### src/rtl/match_sequencer.sv
`default_nettype none
// ============================================================================
// Module   : match_sequencer
// Purpose  : Game-flow controller for the paddle game: phases, scores,
//            countdown clock and ball motion gating, advanced per frame.
// Revision : 1.0 - initial release
// ============================================================================
module match_sequencer #(
    parameter int WIN_SCORE     = 9,
    parameter int MATCH_SECONDS = 60,
    parameter int TICKS_PER_SEC = 60,
    parameter int SERVE_FRAMES  = 90,
    parameter int POINT_FRAMES  = 60
) (
    input  logic       clk,
    input  logic       reset,
    input  logic       refresh_tick,
    input  logic       start_pulse,
    input  logic       pause_pulse,
    input  logic       miss_left,
    input  logic       miss_right,
    output logic [2:0] state,
    output logic       ball_run,
    output logic       ball_reset,
    output logic       serve_dir,
    output logic [3:0] score_player1,
    output logic [3:0] score_player2,
    output logic [5:0] seconds,
    output logic [1:0] winner
);

    localparam int C_FRAME_MAX = (SERVE_FRAMES > POINT_FRAMES) ? SERVE_FRAMES : POINT_FRAMES;
    localparam int C_FW        = $clog2(C_FRAME_MAX + 1);
    localparam int C_SW        = (TICKS_PER_SEC > 1) ? $clog2(TICKS_PER_SEC) : 1;

    localparam logic [C_FW-1:0] C_SERVE_LAST = C_FW'(SERVE_FRAMES - 1);
    localparam logic [C_FW-1:0] C_POINT_LAST = C_FW'(POINT_FRAMES - 1);
    localparam logic [C_SW-1:0] C_TPS_LAST   = C_SW'(TICKS_PER_SEC - 1);
    localparam logic [3:0]      C_WIN        = 4'(WIN_SCORE);
    localparam logic [5:0]      C_SECONDS    = 6'(MATCH_SECONDS);

    typedef enum logic [2:0] {
        ST_IDLE  = 3'd0,
        ST_SERVE = 3'd1,
        ST_PLAY  = 3'd2,
        ST_POINT = 3'd3,
        ST_PAUSE = 3'd4,
        ST_OVER  = 3'd5
    } state_t;

    state_t          r_state;
    logic            r_ball_run;
    logic            r_ball_reset;
    logic            r_serve_dir;
    logic [3:0]      r_score_p1;
    logic [3:0]      r_score_p2;
    logic [5:0]      r_seconds;
    logic [1:0]      r_winner;
    logic [C_FW-1:0] r_frame_cnt;
    logic [C_SW-1:0] r_sec_cnt;

    logic            w_sec_wrap;
    logic [C_SW-1:0] w_sec_cnt_nxt;
    logic [5:0]      w_seconds_nxt;
    logic            w_expire;
    logic            w_left_only;
    logic            w_right_only;
    logic            w_any_miss;
    logic [3:0]      w_p1_nxt;
    logic [3:0]      w_p2_nxt;
    logic            w_p1_wins;
    logic            w_p2_wins;
    logic [1:0]      w_cmp_winner;
    logic [C_FW-1:0] w_frame_inc;

    // Next-value helpers for the PLAY phase; the FSM decides which ones commit.
    always_comb begin
        w_sec_wrap    = refresh_tick && (r_sec_cnt == C_TPS_LAST);
        w_sec_cnt_nxt = r_sec_cnt;
        if (refresh_tick) begin
            w_sec_cnt_nxt = w_sec_wrap ? '0 : r_sec_cnt + C_SW'(1);
        end
        w_seconds_nxt = r_seconds;
        if (w_sec_wrap && (r_seconds != 6'd0)) begin
            w_seconds_nxt = r_seconds - 6'd1;
        end
        w_expire = w_sec_wrap && (r_seconds == 6'd1);

        w_left_only  = miss_left && !miss_right;
        w_right_only = miss_right && !miss_left;
        w_any_miss   = miss_left || miss_right;

        w_p1_nxt = r_score_p1;
        if (w_right_only && (r_score_p1 < C_WIN)) begin
            w_p1_nxt = r_score_p1 + 4'd1;
        end
        w_p2_nxt = r_score_p2;
        if (w_left_only && (r_score_p2 < C_WIN)) begin
            w_p2_nxt = r_score_p2 + 4'd1;
        end
        w_p1_wins = w_right_only && (w_p1_nxt == C_WIN);
        w_p2_wins = w_left_only && (w_p2_nxt == C_WIN);

        // Timeout verdict uses the scores as updated in this same cycle.
        if (w_p1_nxt > w_p2_nxt) begin
            w_cmp_winner = 2'b01;
        end else if (w_p2_nxt > w_p1_nxt) begin
            w_cmp_winner = 2'b10;
        end else begin
            w_cmp_winner = 2'b11;
        end

        w_frame_inc = r_frame_cnt + C_FW'(1);
    end

    always_ff @(posedge clk or negedge reset) begin
        if (!reset) begin
            r_state      <= ST_IDLE;
            r_ball_run   <= 1'b0;
            r_ball_reset <= 1'b0;
            r_serve_dir  <= 1'b0;
            r_score_p1   <= 4'd0;
            r_score_p2   <= 4'd0;
            r_seconds    <= C_SECONDS;
            r_winner     <= 2'b00;
            r_frame_cnt  <= '0;
            r_sec_cnt    <= '0;
        end else begin
            r_ball_reset <= 1'b0;
            case (r_state)
                ST_IDLE: begin
                    if (start_pulse) begin
                        r_score_p1   <= 4'd0;
                        r_score_p2   <= 4'd0;
                        r_winner     <= 2'b00;
                        r_frame_cnt  <= '0;
                        r_sec_cnt    <= '0;
                        r_seconds    <= C_SECONDS;
                        r_ball_reset <= 1'b1;
                        r_state      <= ST_SERVE;
                    end
                end
                ST_SERVE: begin
                    if (refresh_tick) begin
                        if (r_frame_cnt == C_SERVE_LAST) begin
                            r_frame_cnt <= '0;
                            r_ball_run  <= 1'b1;
                            r_state     <= ST_PLAY;
                        end else begin
                            r_frame_cnt <= w_frame_inc;
                        end
                    end
                end
                ST_PLAY: begin
                    r_sec_cnt  <= w_sec_cnt_nxt;
                    r_seconds  <= w_seconds_nxt;
                    r_score_p1 <= w_p1_nxt;
                    r_score_p2 <= w_p2_nxt;
                    // Priority: miss, then timer expiry, then pause.
                    if (w_any_miss) begin
                        if (w_left_only) begin
                            r_serve_dir <= 1'b0;
                        end
                        if (w_right_only) begin
                            r_serve_dir <= 1'b1;
                        end
                        r_ball_run <= 1'b0;
                        if (w_p1_wins) begin
                            r_winner <= 2'b01;
                            r_state  <= ST_OVER;
                        end else if (w_p2_wins) begin
                            r_winner <= 2'b10;
                            r_state  <= ST_OVER;
                        end else if (w_expire) begin
                            r_winner <= w_cmp_winner;
                            r_state  <= ST_OVER;
                        end else begin
                            r_frame_cnt <= '0;
                            r_state     <= ST_POINT;
                        end
                    end else if (w_expire) begin
                        r_ball_run <= 1'b0;
                        r_winner   <= w_cmp_winner;
                        r_state    <= ST_OVER;
                    end else if (pause_pulse) begin
                        r_ball_run <= 1'b0;
                        r_state    <= ST_PAUSE;
                    end
                end
                ST_POINT: begin
                    if (refresh_tick) begin
                        if (r_frame_cnt == C_POINT_LAST) begin
                            r_frame_cnt  <= '0;
                            r_ball_reset <= 1'b1;
                            r_state      <= ST_SERVE;
                        end else begin
                            r_frame_cnt <= w_frame_inc;
                        end
                    end
                end
                ST_PAUSE: begin
                    if (pause_pulse) begin
                        r_ball_run <= 1'b1;
                        r_state    <= ST_PLAY;
                    end
                end
                ST_OVER: begin
                    if (start_pulse) begin
                        r_state <= ST_IDLE;
                    end
                end
                default: begin
                    r_ball_run <= 1'b0;
                    r_state    <= ST_IDLE;
                end
            endcase
        end
    end

    assign state         = r_state;
    assign ball_run      = r_ball_run;
    assign ball_reset    = r_ball_reset;
    assign serve_dir     = r_serve_dir;
    assign score_player1 = r_score_p1;
    assign score_player2 = r_score_p2;
    assign seconds       = r_seconds;
    assign winner        = r_winner;

endmodule
`default_nettype wire

### config.mk
export PLATFORM = sky130hd
export DESIGN_NAME = match_sequencer
export DESIGN_NICKNAME = d
export VERILOG_FILES = /design/src/rtl/match_sequencer.sv
export SDC_FILE = /design/constraint.sdc
export NUM_CORES = 1
export LEC_CHECK = 0
export BUFFER_PORTS_ARGS = -buffer_cell sky130_fd_sc_hd__buf_2
export CORE_ASPECT_RATIO = 0.8
export CORE_MARGIN = 5
export CORE_UTILIZATION = 58
export DETAILED_ROUTE_END_ITERATION = 8
export GPL_ROUTABILITY_DRIVEN = 0
export GPL_TIMING_DRIVEN = 0
export PLACE_DENSITY = 0.9
export RECOVER_POWER = 100
export SETUP_SLACK_MARGIN = 0.5
export SLEW_MARGIN = 0
export SYNTH_ARGS = -nofsm -noshare
export SYNTH_HDL_FRONTEND = slang
export SYNTH_SLANG_ARGS = --single-unit
### constraint.sdc
create_clock -name clk -period 2.95 [get_ports clk]
set_input_delay 0.295 -clock clk [delete_from_list [all_inputs] [get_ports clk]]
set_output_delay 0.295 -clock clk [all_outputs]
set_load 0.005 [all_outputs]
==> impl_metrics.csv <==
group,metric,value,unit
die,die_h,67.4,um
cts,numCtsBuffers,5,
die,dieArea,5500,um2
synthesis,ys_seq_elements,35,
synthesis,async_flop_share,100,%
pwr,power.switching,963,uW
global_route,top_usage_layer,"met2",
die,num_rows,20,
synthesis,yosysWarnings,0,
finish,synthToLayoutAreaGrowth,11.9,%
sta,hold_viol,0,
sta,period_needed,2.53,ns
job,max_cap_violations,1,
global_route,use_met3,4.27,%
synthesis,avgSynthCellArea,8.97,um2
synthesis,netlist_area,2390,um2
setup_path,path_class,"reg2reg",
cts,cts_hold_buf,0,
finish,fin_area,2670,um2
sta,slew_violations,36,
global_route,grt_pass1_vias,2042,
synthesis,syn_inst,266,
pwr,pwr_density_cell,829,nW/um2
global_route,track_usage,22.6,%
placement,port_buffers,28,
cts,clock_path_buffers,2,
cts,clock-root-buffer,"clkbuf_8",
sta,worstMarginPinSlew,1.91,ns
setup_path,cp_slowest_cell,"or4_1",
sta,period_share,85.6,%
setup_path,reg2reg_depth,8,
sta,relSlewSlack,-27.2,%
global_route,grt_start_max_net_pins,36,
setup_path,slowest_delay,0.51,ns
sta,setup_viol,0,
status,outcome,"finished, violations left",
routing,wl_per_cell,16.3,um
synthesis,synth_nets,287,
synthesis,synth_top_area_share,32.5,%
finish,num-nets-final,322,
cts,cts_tree,"yes",
sta,finClkSkew,0.00845,ns
synthesis,yosysTopAreaCell,"dfrtp_1",
cts,cts.sinks,35,
global_route,antenna_found_initial,0,
global_route,grt_use_met1,31.3,%
pwr,p_leak,1.15,nW
worst_hold_path,holdPathStages,3,
placement,dp_hpwl,4120,um
routing,drc,0,
pwr,seq_power_share,32.8,%
synthesis,seq_area_frac_synth,36.9,%
die,fp.dieW,81.7,um
pwr,swShare,43.5,%
pwr,ir_drop,365,uV
global_route,grt_pass1_wl,9580,um
cts,clk_latency,0.29,ns
routing,drt_iter0_drc,261,
sta,clock.fmax,0.396,GHz
setup_path,endpoint_kind,"flip-flop",
routing,vias,2249,
setup_path,r2r-start,"state[0]",
status,violations,"capacitance limit, slew limit",
die,initial_utilization,61.5,%
cts,htree_num_levels,2,
setup_path,r2r_setup_slack,0.42,ns
pwr,comb_power_share,49.7,%
global_route,use_met2,36.1,%
worst_hold_path,whs_endpoint,"r_sec_cnt[1]",
routing,dr.pass1.iters,5,
setup_path,cp.required,3.15,ns
routing,viasPerCell,6.30,
routing,ant_nets,0,
global_route,grt.overflow.total,0,
setup_path,worstPathMaxFanout,10,
synthesis,synth_cell_type_count,58,
cts,path_clk_slew,0.07,ns
sta,holdWs,0.290,ns
pwr,p_clk_share,17.5,%
finish,insertedDiodeCount,0,
synthesis,yosys-top-cells-area,"dfrtp_1, ha_1, nand2_1",
setup_path,crit_chain,"buf_6, or3b_1, clkbuf_1, a2111oi_4, nor2_1, or4_1, xor2_1, nand2_1",
setup_path,worst_setup_path_start_kind,"flip-flop",
routing,drt-total-wl,5810,um
die,core,3880,um2
finish,drive_above_1_share,12.9,%
die,num_io_pins,29,
synthesis,synth_edf_count,0,
setup_path,crit_arrival,2.72,ns
sta,rsz0062_at_grt,"true",
synthesis,synth_ff_type,"dfrtp_1",
setup_path,timing.rr.end,"seconds[5]",
worst_hold_path,min_from,"refresh_tick",
sta,fin_setup_tns,0,ns
pwr,p_int,1.25,mW
placement,place_area,2590,um2
worst_hold_path,hold_path.class,"in2reg",
layer usage:
layer	up-vias	share of wire, %
met4	0	0.95
met1	1072	45
li1	1044	-
met3	11	8.1
met2	122	46
met5	-	0
final cells by class:
| type | count | area, um2 |
|---|---|---|
| flip-flops and latches | 35 | 881 |
| inverters | 15 | 56.3 |
| multi-input cells | 208 | 1400 |
| repair buffers | 28 | 131 |
| clock buffers | 8 | 100 |
| well taps | 55 | 68.8 |
| plain buffers | 8 | 37.5 |
| fillers | 305 | 1210 |
worst max-delay path: cells and delay by family, from the launching register on:
kind / cells / cell delay, ns
and+or+nand+nor: 4 / 1.12
buffers and inverters: 2 / 0.42
DFF: 1 / 0.39
AOI/OAI and AO/OA: 1 / 0.34
xor gates and xnor gates: 1 / 0.15
how the worst max path moves through the flow:
stage / start / end / slack (ns) / cells after the start
CTS: state[0] / seconds[5] / 0.55 / 8
global route: state[0] / seconds[5] / 0.29 / 8
floorplan: state[0] / seconds[5] / 0.73 / 8
detailed placement: miss_left / winner[1] / 0.51 / 11
global placement: state[1] / r_frame_cnt[1] / 0.57 / 7
finish: state[0] / seconds[5] / 0.42 / 8
synthesized netlist by cell type (all sizes together) (5+ instances only):
| library cell | count |
|---|---|
| a31oi | 5 |
| clkbuf | 6 |
| dfrtp | 31 |
| ha | 14 |
| inv | 15 |
| nand2 | 32 |
| nand2b | 6 |
| nand3 | 10 |
| nor2 | 19 |
| nor2b | 5 |
| o21ai | 23 |
| o31ai | 6 |
| xor2 | 7 |
flip-flops by register name (all words and copies together), names as in the netlist:
signal,cells
r_sec_cnt,6
score_player1,4
ball_reset,1
score_player2,4
seconds,6
winner,2
ball_run,1
serve_dir,1
r_frame_cnt,7
state,3
stage by stage:
stage / util (%) / std cells / power, mW / worst slack, ns
after floorplan: - / 266 / 1.50 / 0.734
after global placement: 66.9 / 349 / 1.77 / 0.573
after detailed placement: 66.9 / 349 / 1.82 / 0.515
after CTS: 69.5 / 357 / 2.22 / 0.553
after global routing: 68.8 / 357 / 2.38 / 0.291
final: 68.8 / 357 / 2.21 / 0.425
power groups by stage:
stage | clock, mW | sequential (mW) | combinational (mW)
final | 0.388 | 0.726 | 1.10
after global routing | 0.416 | 0.744 | 1.22
after global placement | 0 | 0.727 | 1.04
after floorplan | 0 | 0.722 | 0.774
after CTS | 0.390 | 0.727 | 1.10
after detailed placement | 0 | 0.735 | 1.08
cell families (layout without fill, tap and decap cells):
family	after synthesis	in the layout	synth area share (%)
flip-flops	35	35	36.9
adder cells (fa/ha/maj)	14	14	7.34
AND/OR/NAND/NOR	107	107	24.0
XOR/XNOR	11	11	4.04
multiplexers	3	3	1.36
buffers and inverters	23	59	4.25
AO/OA/AOI/OAI	73	73	22.1
layout by cell type (no fill, tap or decap), types with 6 or more instances in the layout:
cell,netlist,routed
inv_1,15,15
nor2_1,18,19
nand2_1,32,32
dfrtp_1,31,31
o31ai_1,6,6
clkbuf_8,0,7
nand2b_1,6,6
nand3_1,10,10
buf_2,0,21
o21ai_0,23,22
clkbuf_1,6,14
ha_1,14,14
xor2_1,7,7
what timing repair did:
item                                    in CTS  in global routing
gates cloned                                 0                  0
endpoints found under the setup margin       1                  8
pin swaps                                    0                  1
buffers inserted                             0                  0
resized for setup                            1                  4
(Power assumes the default switching activity.)
